--- src/rtl/vote_tally_if.sv ---
// Bus bundle for vote_tally: poll control and button inputs in, tallies and status pulses out.
interface vote_tally_if #(
  parameter int unsigned CNT_W = 29
);
  logic             poll_open;
  logic             vote_A;
  logic             vote_B;
  logic [1:0]       state_sel;
  logic [CNT_W-1:0] counter_A;
  logic [CNT_W-1:0] counter_B;
  logic [CNT_W-1:0] counter_DC_A;
  logic [CNT_W-1:0] counter_DC_B;
  logic [CNT_W-1:0] counter_MD_A;
  logic [CNT_W-1:0] counter_MD_B;
  logic [CNT_W-1:0] counter_VA_A;
  logic [CNT_W-1:0] counter_VA_B;
  logic             vote_ack;
  logic             vote_reject;
  logic             busy;

  modport master (
    output poll_open, vote_A, vote_B, state_sel,
    input  counter_A, counter_B, counter_DC_A, counter_DC_B,
           counter_MD_A, counter_MD_B, counter_VA_A, counter_VA_B,
           vote_ack, vote_reject, busy
  );

  modport slave (
    input  poll_open, vote_A, vote_B, state_sel,
    output counter_A, counter_B, counter_DC_A, counter_DC_B,
           counter_MD_A, counter_MD_B, counter_VA_A, counter_VA_B,
           vote_ack, vote_reject, busy
  );
endinterface

--- src/rtl/vote_tally.sv ---
// Vote capture: sync + debounce of two buttons, qualification, saturating per-state/national tallies.
// Define VOTE_TALLY_CLEAR_EN to add the clear_counts input (clears tallies while idle with poll closed).
module vote_tally #(
  parameter int unsigned CNT_W           = 29,
  parameter int unsigned DEBOUNCE_CYCLES = 16
) (
  input logic         clk,
  input logic         rst,
`ifdef VOTE_TALLY_CLEAR_EN
  input logic         clear_counts,
`endif
  vote_tally_if.slave bus
);
  localparam int unsigned DB_W = $clog2(DEBOUNCE_CYCLES + 1);

  typedef enum logic [1:0] {S_IDLE, S_DEBOUNCE, S_CAST, S_LOCKOUT} state_t;

  state_t           r_state;
  logic [1:0]       r_sync_a;
  logic [1:0]       r_sync_b;
  logic [1:0]       r_cap;
  logic [DB_W-1:0]  r_cnt;
  logic [CNT_W-1:0] r_nat_a, r_nat_b;
  logic [CNT_W-1:0] r_dc_a, r_dc_b, r_md_a, r_md_b, r_va_a, r_va_b;
  logic             r_ack, r_rej, r_busy;
  logic [1:0]       w_pat;

  assign w_pat = {r_sync_a[1], r_sync_b[1]};

  function automatic logic [CNT_W-1:0] sat_inc(input logic [CNT_W-1:0] v);
    return (v == '1) ? v : v + CNT_W'(1);
  endfunction

  always_ff @(posedge clk) begin
    if (rst) begin
      r_state  <= S_IDLE;
      r_sync_a <= '0;
      r_sync_b <= '0;
      r_cap    <= '0;
      r_cnt    <= '0;
      r_nat_a  <= '0;
      r_nat_b  <= '0;
      r_dc_a   <= '0;
      r_dc_b   <= '0;
      r_md_a   <= '0;
      r_md_b   <= '0;
      r_va_a   <= '0;
      r_va_b   <= '0;
      r_ack    <= 1'b0;
      r_rej    <= 1'b0;
      r_busy   <= 1'b0;
    end else begin
      r_sync_a <= {r_sync_a[0], bus.vote_A};
      r_sync_b <= {r_sync_b[0], bus.vote_B};
      r_ack    <= 1'b0;
      r_rej    <= 1'b0;
      case (r_state)
        S_IDLE: begin
          if (bus.poll_open && (w_pat != 2'b00)) begin
            r_cap   <= w_pat;
            r_cnt   <= DB_W'(1);
            r_state <= S_DEBOUNCE;
            r_busy  <= 1'b1;
          end
`ifdef VOTE_TALLY_CLEAR_EN
          if (clear_counts && !bus.poll_open) begin
            r_nat_a <= '0;
            r_nat_b <= '0;
            r_dc_a  <= '0;
            r_dc_b  <= '0;
            r_md_a  <= '0;
            r_md_b  <= '0;
            r_va_a  <= '0;
            r_va_b  <= '0;
          end
`endif
        end
        S_DEBOUNCE: begin
          if (!bus.poll_open || (w_pat != r_cap)) begin
            r_state <= S_IDLE;
            r_busy  <= 1'b0;
          end else if (r_cnt == DB_W'(DEBOUNCE_CYCLES)) begin
            r_state <= S_CAST;
          end else begin
            r_cnt <= r_cnt + DB_W'(1);
          end
        end
        S_CAST: begin
          // r_cap is {A,B} and never 00 here, so cap[1] alone picks the candidate.
          if ((r_cap == 2'b11) || (bus.state_sel == 2'b11)) begin
            r_rej <= 1'b1;
          end else begin
            r_ack <= 1'b1;
            case (bus.state_sel)
              2'b00:   if (r_cap[1]) r_dc_a <= sat_inc(r_dc_a); else r_dc_b <= sat_inc(r_dc_b);
              2'b01:   if (r_cap[1]) r_md_a <= sat_inc(r_md_a); else r_md_b <= sat_inc(r_md_b);
              2'b10:   if (r_cap[1]) r_va_a <= sat_inc(r_va_a); else r_va_b <= sat_inc(r_va_b);
              default: ;
            endcase
            if (r_cap[1]) r_nat_a <= sat_inc(r_nat_a);
            else          r_nat_b <= sat_inc(r_nat_b);
          end
          r_cnt   <= '0;
          r_state <= S_LOCKOUT;
        end
        S_LOCKOUT: begin
          if (w_pat != 2'b00) begin
            r_cnt <= '0;
          end else if (r_cnt == DB_W'(DEBOUNCE_CYCLES - 1)) begin
            r_cnt   <= '0;
            r_state <= S_IDLE;
            r_busy  <= 1'b0;
          end else begin
            r_cnt <= r_cnt + DB_W'(1);
          end
        end
        default: begin
          r_state <= S_IDLE;
          r_busy  <= 1'b0;
        end
      endcase
    end
  end

  assign bus.counter_A    = r_nat_a;
  assign bus.counter_B    = r_nat_b;
  assign bus.counter_DC_A = r_dc_a;
  assign bus.counter_DC_B = r_dc_b;
  assign bus.counter_MD_A = r_md_a;
  assign bus.counter_MD_B = r_md_b;
  assign bus.counter_VA_A = r_va_a;
  assign bus.counter_VA_B = r_va_b;
  assign bus.vote_ack     = r_ack;
  assign bus.vote_reject  = r_rej;
  assign bus.busy         = r_busy;
endmodule

--- src/flat_wrapper.sv ---
// flat-port wrapper written by rule: the top's interface ports become plain ports
module vote_tally_flat 
#(
  parameter int unsigned CNT_W           = 29,
  parameter int unsigned DEBOUNCE_CYCLES = 16
)
  (clk, rst, bus_poll_open, bus_vote_A, bus_vote_B, bus_state_sel, bus_counter_A, bus_counter_B, bus_counter_DC_A, bus_counter_DC_B, bus_counter_MD_A, bus_counter_MD_B, bus_counter_VA_A, bus_counter_VA_B, bus_vote_ack, bus_vote_reject, bus_busy);
  vote_tally_if #(.CNT_W(CNT_W)) bus_i ();
  input logic clk;
  input logic rst;
  input wire logic [$bits(bus_i.poll_open)-1:0] bus_poll_open;
  input wire logic [$bits(bus_i.vote_A)-1:0] bus_vote_A;
  input wire logic [$bits(bus_i.vote_B)-1:0] bus_vote_B;
  input wire logic [$bits(bus_i.state_sel)-1:0] bus_state_sel;
  output wire logic [$bits(bus_i.counter_A)-1:0] bus_counter_A;
  output wire logic [$bits(bus_i.counter_B)-1:0] bus_counter_B;
  output wire logic [$bits(bus_i.counter_DC_A)-1:0] bus_counter_DC_A;
  output wire logic [$bits(bus_i.counter_DC_B)-1:0] bus_counter_DC_B;
  output wire logic [$bits(bus_i.counter_MD_A)-1:0] bus_counter_MD_A;
  output wire logic [$bits(bus_i.counter_MD_B)-1:0] bus_counter_MD_B;
  output wire logic [$bits(bus_i.counter_VA_A)-1:0] bus_counter_VA_A;
  output wire logic [$bits(bus_i.counter_VA_B)-1:0] bus_counter_VA_B;
  output wire logic [$bits(bus_i.vote_ack)-1:0] bus_vote_ack;
  output wire logic [$bits(bus_i.vote_reject)-1:0] bus_vote_reject;
  output wire logic [$bits(bus_i.busy)-1:0] bus_busy;
  assign bus_i.poll_open = bus_poll_open;
  assign bus_i.vote_A = bus_vote_A;
  assign bus_i.vote_B = bus_vote_B;
  assign bus_i.state_sel = bus_state_sel;
  assign bus_counter_A = bus_i.counter_A;
  assign bus_counter_B = bus_i.counter_B;
  assign bus_counter_DC_A = bus_i.counter_DC_A;
  assign bus_counter_DC_B = bus_i.counter_DC_B;
  assign bus_counter_MD_A = bus_i.counter_MD_A;
  assign bus_counter_MD_B = bus_i.counter_MD_B;
  assign bus_counter_VA_A = bus_i.counter_VA_A;
  assign bus_counter_VA_B = bus_i.counter_VA_B;
  assign bus_vote_ack = bus_i.vote_ack;
  assign bus_vote_reject = bus_i.vote_reject;
  assign bus_busy = bus_i.busy;
  vote_tally #(.CNT_W(CNT_W), .DEBOUNCE_CYCLES(DEBOUNCE_CYCLES)) u_core (.clk(clk), .rst(rst), .bus(bus_i));
endmodule
--- config.mk ---
export PLATFORM = sky130hd
export DESIGN_NAME = vote_tally_flat
export DESIGN_NICKNAME = d
export VERILOG_FILES = /design/src/rtl/vote_tally_if.sv /design/src/rtl/vote_tally.sv /design/src/flat_wrapper.sv
export SDC_FILE = /design/constraint.sdc
export NUM_CORES = 1
export LEC_CHECK = 0
export CAP_MARGIN = 20
export CORE_AREA = 4 4 159 161
export CTS_BUF_LIST = sky130_fd_sc_hd__clkbuf_16
export CTS_CLUSTER_SIZE = 16
export DETAILED_ROUTE_END_ITERATION = 10
export DIE_AREA = 0 0 163 165
export GPL_TIMING_DRIVEN = 0
export PLACE_DENSITY = 0.8
export REMOVE_ABC_BUFFERS = 1
export SYNTH_ARGS = -nofsm -noshare
export SYNTH_HDL_FRONTEND = slang
export SYNTH_SLANG_ARGS = --single-unit
--- constraint.sdc ---
create_clock -name clk -period 2.8 [get_ports clk]
set_input_delay 0.28 -clock clk [delete_from_list [all_inputs] [get_ports clk]]
set_output_delay 0.28 -clock clk [all_outputs]
set_load 0.05 [all_outputs]
==> results.md, run 1 <==
* Total number of vias at 12540
* Max Cap Viol at 0
* Yosys reg bits at 248
* Number of global-route vias before repair at 11170
* Logic pwr share at 0.018
* Pleak at 4.839 nW
* Skew final at 0.009097 ns
* P&R area growth vs syn at 28.71%
* First-pass GRT wire length at 54590 um
* CP arrival at 3.04 ns
* Sequential power share at 0.506
* Area contributors post-synth: dfxtp_1, a21oi_1, or3_1, nor2_1, nand3_1
* Synthesis warning total at 0
* Period minus WS final at 2.631 ns
* Setup Viol. Count Final at 0
* Sinks on the clock net at 248
* Placed insts at 2014
* DRT iter0 DRCs at 999
* Final Max Tran Viols at 0
* Layout cells sized above 1 at 0.06468
* WS Path Type: flop to flop
* Post-CTS Hold Buffers at 0
* Final wirelength at 33660 um
* Filler cell count at 2046
* Yosys top cell area share at 0.3993
* Via density at 6.056
* Overflow after GRT at 0
* Starting Density at 0.5188
* Number of I/O port buffers at 241
* Later-pin clock latency in the skew report at 0.52 ns
* Nets@finish at 1747
* Cts bufs inserted at 27
* Post-synth EDFFs at 0
* Post-route insts no fill at 2071
* CP Capture Type: flop
* CP startpoint kind: flop
* Total GRT Usage at 0.2350
* Largest net degree at the start of global routing at 159
* DIE HEIGHT at 165 um
* # rows at 57
* Core Region at 23960 sq um
* Register area share after synthesis at 0.3993
* Setup ws final at 0.1691 ns
* H-tree depth at 1
* Sw Pwr at 1.515 mW
* Antenna diode count at 0
* Die area at 26900 sq um
* Longest Clk Path Bufs at 3
* Routability cong. at 0.8873
* CTS tree: built
* 1st-pass router iterations at 5
* Period utilization at 0.9396
* PD cells at 437.7 nW/um^2
* Final hold vios at 0
* DRC at 0
* Detail Placement HPWL at 23090 um
* Ys flop type: dfxtp_1
* Top post-synthesis cells by count: dfxtp_1, a21oi_1, nor2_1, nand2_1, nand3_1
* Cells after Synth at 1517
* Largest stage delay, worst path at 0.74 ns
* HP Class: primary input to flop
* CTS clk-pin slew, worst paths at 0.06 ns
* Max FO, Critical Path at 14
* Post-route setup TNS at 0 ns
* Antenna-violating nets left at 0
* Max Freq at 0.3801 GHz
* Placed cell areas at 15010 sq um
* Sw frac at 0.2163
* Syn Area/Cell at 8.196 sq um
* Share of flip-flops with an asynchronous set or reset at 0
* Slowest CP cell: nor4_4
* Rel. slew slack at 0.3194
* Synth area leader: dfxtp_1
* Die span in x at 163 um
* Pre-CTS setup slack at -0.3118 ns
* Clock group share of total power at 0.476
* CP cell instances: nand4_2, or4_1, nor4_4, nor4b_1, mux2_2
* Root Buffer: clkbuf_16
* Unrepaired setup endpoints after global routing: false
* Initial antenna violation count at 0
* Top-Level Pins at 242
* Syn Std Cell Area at 12430 sq um
* Cell variety after synth at 69
* Internal power at 5.489 mW
* Wire per inst at 16.25 um
* Post-route cell area at 16000 sq um
* Top-count cell post-synth: dfxtp_1
* Status: complete, no violations
* CP required at 3.21 ns
* Slew @ Worst Pin at 1.012 ns
* Peak supply drop at 0.3856 mV
## stage by stage
step	total power [mW]	hold slack, ns	utilization
final	7.004	0.1936	0.6678
after global placement	3.753	0.4190	0.6243
after CTS	7.062	0.2238	0.6625
after global routing	7.235	0.2393	0.6678
after detailed placement	3.747	0.4231	0.6264
after floorplan	3.655	0.3491	-
## power groups by stage
| stage | clock network, mW | logic, mW | registers, mW |
|---|---|---|---|
| CTS | 3.39 | 0.126 | 3.54 |
| floorplan | 0 | 0.0331 | 3.62 |
| detailed placement | 0 | 0.126 | 3.62 |
| global placement | 0 | 0.132 | 3.62 |
| finish | 3.33 | 0.127 | 3.54 |
| global route | 3.55 | 0.139 | 3.54 |
## placed cells by master, fill, tap and decap left out, types with 9 or more instances in the layout
cell and n:
nand2_1 98, mux2_2 16, and2_1 10, nor3_1 27, nand4_1 64, o31ai_1 48
mux2i_1 9, and4_1 28, inv_1 44, nor2_1 131, and3_1 16, a211oi_1 14
clkdlybuf4s50_1 240, nor2b_1 23, nand3_1 90, xnor2_1 34, nor4_1 24, o211ai_1 9
dfxtp_1 247, or3_1 83, a21oi_1 152, clkbuf_16 27, or4_1 58, xor2_1 25
ha_1 12, o21ai_0 89
## state kept, by name, summed over array words and instances, names as in the netlist, 5 cells and up, named ones only
signal	flops
u_core.r_cnt	5
u_core.bus.counter_DC_B	29
u_core.bus.counter_MD_B	29
u_core.bus.counter_A	29
u_core.bus.counter_DC_A	29
u_core.bus.counter_B	29
u_core.bus.counter_VA_A	29
u_core.bus.counter_VA_B	29
u_core.bus.counter_MD_A	29
## cell type report
class                           count  area, sq um  area share
Clock buffer                       27        675.6     0.04222
Clock inverter                     21        143.9    0.008991
Inverter                           40        150.1    0.009382
Multi-Input combinational cell   1159         7134      0.4458
Sequential cell                   248         4966      0.3103
Tap cell                          324        405.4     0.02533
Timing Repair Buffer              252         2527      0.1579
## final timing paths
| path | slack [ns] | start | depth (start not counted) | to |
|---|---|---|---|---|
| setup reg to reg | 0.17 | u_core.bus.counter_DC_B[6] | 5 | u_core.bus.counter_DC_B[9] |
| hold reg to reg | 0.44 | u_core.r_sync_b[0] | 1 | u_core.r_sync_b[1] |
| hold / removal | 0.19 | rst | 2 | u_core.bus.counter_B[16] |
| setup / recovery | 0.17 | u_core.bus.counter_DC_B[6] | 5 | u_core.bus.counter_DC_B[9] |
## layer usage
metal  vias up  global-route usage  share of wire  routed length [um]
li1       6125                   -              -                   -
met1      5971              0.3180           0.44               14790
met2       394              0.3947           0.48               16080
met3        51             0.03918          0.062                2101
met4         0             0.05642          0.021                 694
met5         -                   0              0                   0
## cell families after synthesis
| logic type | Yosys count | share of synthesized area |
|---|---|---|
| XOR/XNOR | 59 | 0.04156 |
| flip-flops | 248 | 0.3993 |
| AO/OA/AOI/OAI | 353 | 0.1676 |
| buffers and inverters | 111 | 0.03552 |
| adder cells (fa/ha/maj) | 12 | 0.01208 |
| AND/OR/NAND/NOR | 709 | 0.3222 |
| multiplexers | 25 | 0.02174 |
## worst max-delay path: cells and delay by family, from the launching register on
kind	cells	cell delay, ns
AND/OR/NAND/NOR	4	1.77
multiplexers	1	0.30
flip-flops	1	0.45
## timing repair
item	in CTS	in global routing
setup buffers	0	6
resized for setup	8	10
endpoints found under the setup margin	53	64
endpoints found under the hold margin	0	0
cloned	1	0
pin swaps	1	2
(Power assumes the default switching activity.)
==> run 2: changes to the inputs <==
Settings changed: SLEW_MARGIN set to 20.
==> results.md, run 2 (synthesis gave the netlist of run 1 again) <==
* Status: complete, no violations
* CTS clk-pin slew, worst paths at 0.06 ns (about the same)
* Largest net degree at the start of global routing at 124 (-22%)
* # rows at 57 (unchanged)
* Overflow after GRT at 0 (unchanged)
* Top-Level Pins at 242 (unchanged)
* DIE HEIGHT at 165 um (unchanged)
* CP required at 3.21 ns (about the same)
* Hold_ws at 0.07650 ns (-0.1171 ns)
* Internal power at 5.298 mW (-3.5%)
* Nets@finish at 1747 (unchanged)
* Peak supply drop at 0.3386 mV (-12%)
* Detail Placement HPWL at 23130 um (+0.19%)
* Cts bufs inserted at 27 (unchanged)
* DRC at 0 (unchanged)
* Max Cap Viol at 0 (unchanged)
* Worst hold path startpoint: rst
* PD cells at 425.4 nW/um^2 (-2.8%)
* HP Class: primary input to flop
* Total number of vias at 12530 (-0.13%)
* CP startpoint kind: flop
* Total chip power at 6.804 mW (-2.9%)
* Max FO, Critical Path at 14 (unchanged)
* Final hold vios at 0 (unchanged)
* Later-pin clock latency in the skew report at 0.52 ns (about the same)
* Sw Pwr at 1.506 mW (-0.60%)
* Clock group share of total power at 0.460 (-0.016)
* Via density at 6.048 (-0.13%)
* CTS tree: built
* Most common cell after layout, fill and taps aside: dfxtp_1
* Sequential power share at 0.521 (+0.015)
* Routability cong. at 0.8873 (unchanged)
* Util after Layout at 0.6675 (about the same)
* WS Path Type: flop to flop
* Worst r2r path cells at 5 (unchanged)
* Logic pwr share at 0.019 (about the same)
* Starting Density at 0.5188 (unchanged)
* Wire per inst at 16.22 um (-0.20%)
* Crit path capture: u_core.bus.counter_DC_B[9]
* Sinks on the clock net at 248 (unchanged)
* Post-route setup TNS at 0 ns (unchanged)
* Total GRT Usage at 0.2356 (+0.0005364)
* Core Region at 23960 sq um (unchanged)
* Period utilization at 0.9536 (+0.01402)
* Final Max Tran Viols at 0 (unchanged)
* Max Freq at 0.3745 GHz (-1.5%)
* Number of global-route vias before repair at 11140 (-0.28%)
* Pleak at 4.857 nW (+0.39%)
* Initial antenna violation count at 0 (unchanged)
* CP Capture Type: flop
* Longest Clk Path Bufs at 3 (unchanged)
* R2R Setup Slk at 0.13 ns (-0.04 ns)
* First-pass GRT wire length at 54810 um (+0.42%)
* Reg2reg end: u_core.bus.counter_DC_B[9]
* Layout cells sized above 1 at 0.06125 (-0.003434)
* Worst setup path startpoint: u_core.bus.counter_DC_B[6]
* Rel. slew slack at 0.2654 (-0.05391)
* Most frequent cells in the layout: dfxtp_1, clkdlybuf4s50_1, a21oi_1
* CP arrival at 3.08 ns (+0.04 ns)
* Root Buffer: clkbuf_16
* Worst r2r src: u_core.bus.counter_DC_B[6]
* Unrepaired setup endpoints after global routing: false
* H-tree depth at 1 (unchanged)
* Antenna-violating nets left at 0 (unchanged)
* P&R area growth vs syn at 28.65% (about the same)
* Slew @ Worst Pin at 1.092 ns (+0.08013 ns)
* Setup Viol. Count Final at 0 (unchanged)
* Final wirelength at 33600 um (-0.20%)
* 1st-pass router iterations at 6 (+1)
* Skew final at 0.009950 ns (+0.0008530 ns)
* Antenna diode count at 0 (unchanged)
* Sw frac at 0.2213 (+0.005036)
* DRT iter0 DRCs at 960 (-3.9%)
* Period minus WS final at 2.670 ns (+0.03924 ns)
* Die span in x at 163 um (unchanged)
* Number of I/O port buffers at 241 (unchanged)
* Die area at 26900 sq um (unchanged)
[run 2: worst min path at each step]
stage                                  endpoint  slack, ns  cells after the start
global route        u_core.bus.counter_DC_B[24]       0.08                      2
global placement             u_core.r_sync_b[1]       0.42                      1
CTS                 u_core.bus.counter_DC_B[24]       0.06                      2
finish               u_core.bus.counter_DC_B[6]       0.08                      2
detailed placement           u_core.r_sync_b[1]       0.42                      1
floorplan                                  flop       0.35                      1
[run 2: cell type report]
cell class	count	area, sq um
Clock buffer	27	675.6
Clock inverter	21	83.83
Fill cell	2002	7968
Inverter	40	150.1
Multi-Input combinational cell	1159	7158
Sequential cell	248	4966
Tap cell	324	405.4
Timing Repair Buffer	252	2556
[run 2: what timing repair did]
action / in CTS / in global routing
buffers inserted: 0 / 8
hold buffers: 0 / 0
resized for setup: 9 / 8
endpoints found under the setup margin: 59 / 62
pin swaps: 1 / 2
cloned: 1 / 0
[run 2: metrics by stage]
| stage | std cells | area (sq um) | setup WS (ns) |
|---|---|---|---|
| 6_report | 2071 | 16000 | 0.1298 |
| 5_1_grt | 2071 | 16000 | 0.0004057 |
| 4_1_cts | 2063 | 15860 | 0.005395 |
| 3_5_place_dp | 2014 | 15050 | -0.3204 |
| 3_3_place_gp | 2011 | 14960 | -5.650 |
| 2_1_floorplan | 1446 | 12140 | -0.2880 |
[run 2: metal layers]
| layer | wire, um | vias up | track usage |
|---|---|---|---|
| li1 | - | 6134 | - |
| met1 | 14830 | 5933 | 0.3232 |
| met2 | 15950 | 411 | 0.3881 |
| met3 | 2177 | 47 | 0.03993 |
| met4 | 637 | 0 | 0.05947 |
| met5 | 0 | - | 0 |
[run 2: power by group through the flow]
stage / sequential, mW / clock (mW) / combinational (mW)
5_1_grt: 3.54 / 3.35 / 0.144
3_3_place_gp: 3.62 / 0 / 0.132
2_1_floorplan: 3.62 / 0 / 0.0331
4_1_cts: 3.54 / 3.20 / 0.131
3_5_place_dp: 3.62 / 0 / 0.130
6_report: 3.54 / 3.13 / 0.131
[run 2: critical path: stages (launching register included)]
cell and delay (ns):
dfxtp_1 0.44, nand4_2 0.22, or4_1 0.71, nor4_4 0.76, nor4b_1 0.13, mux2_2 0.30
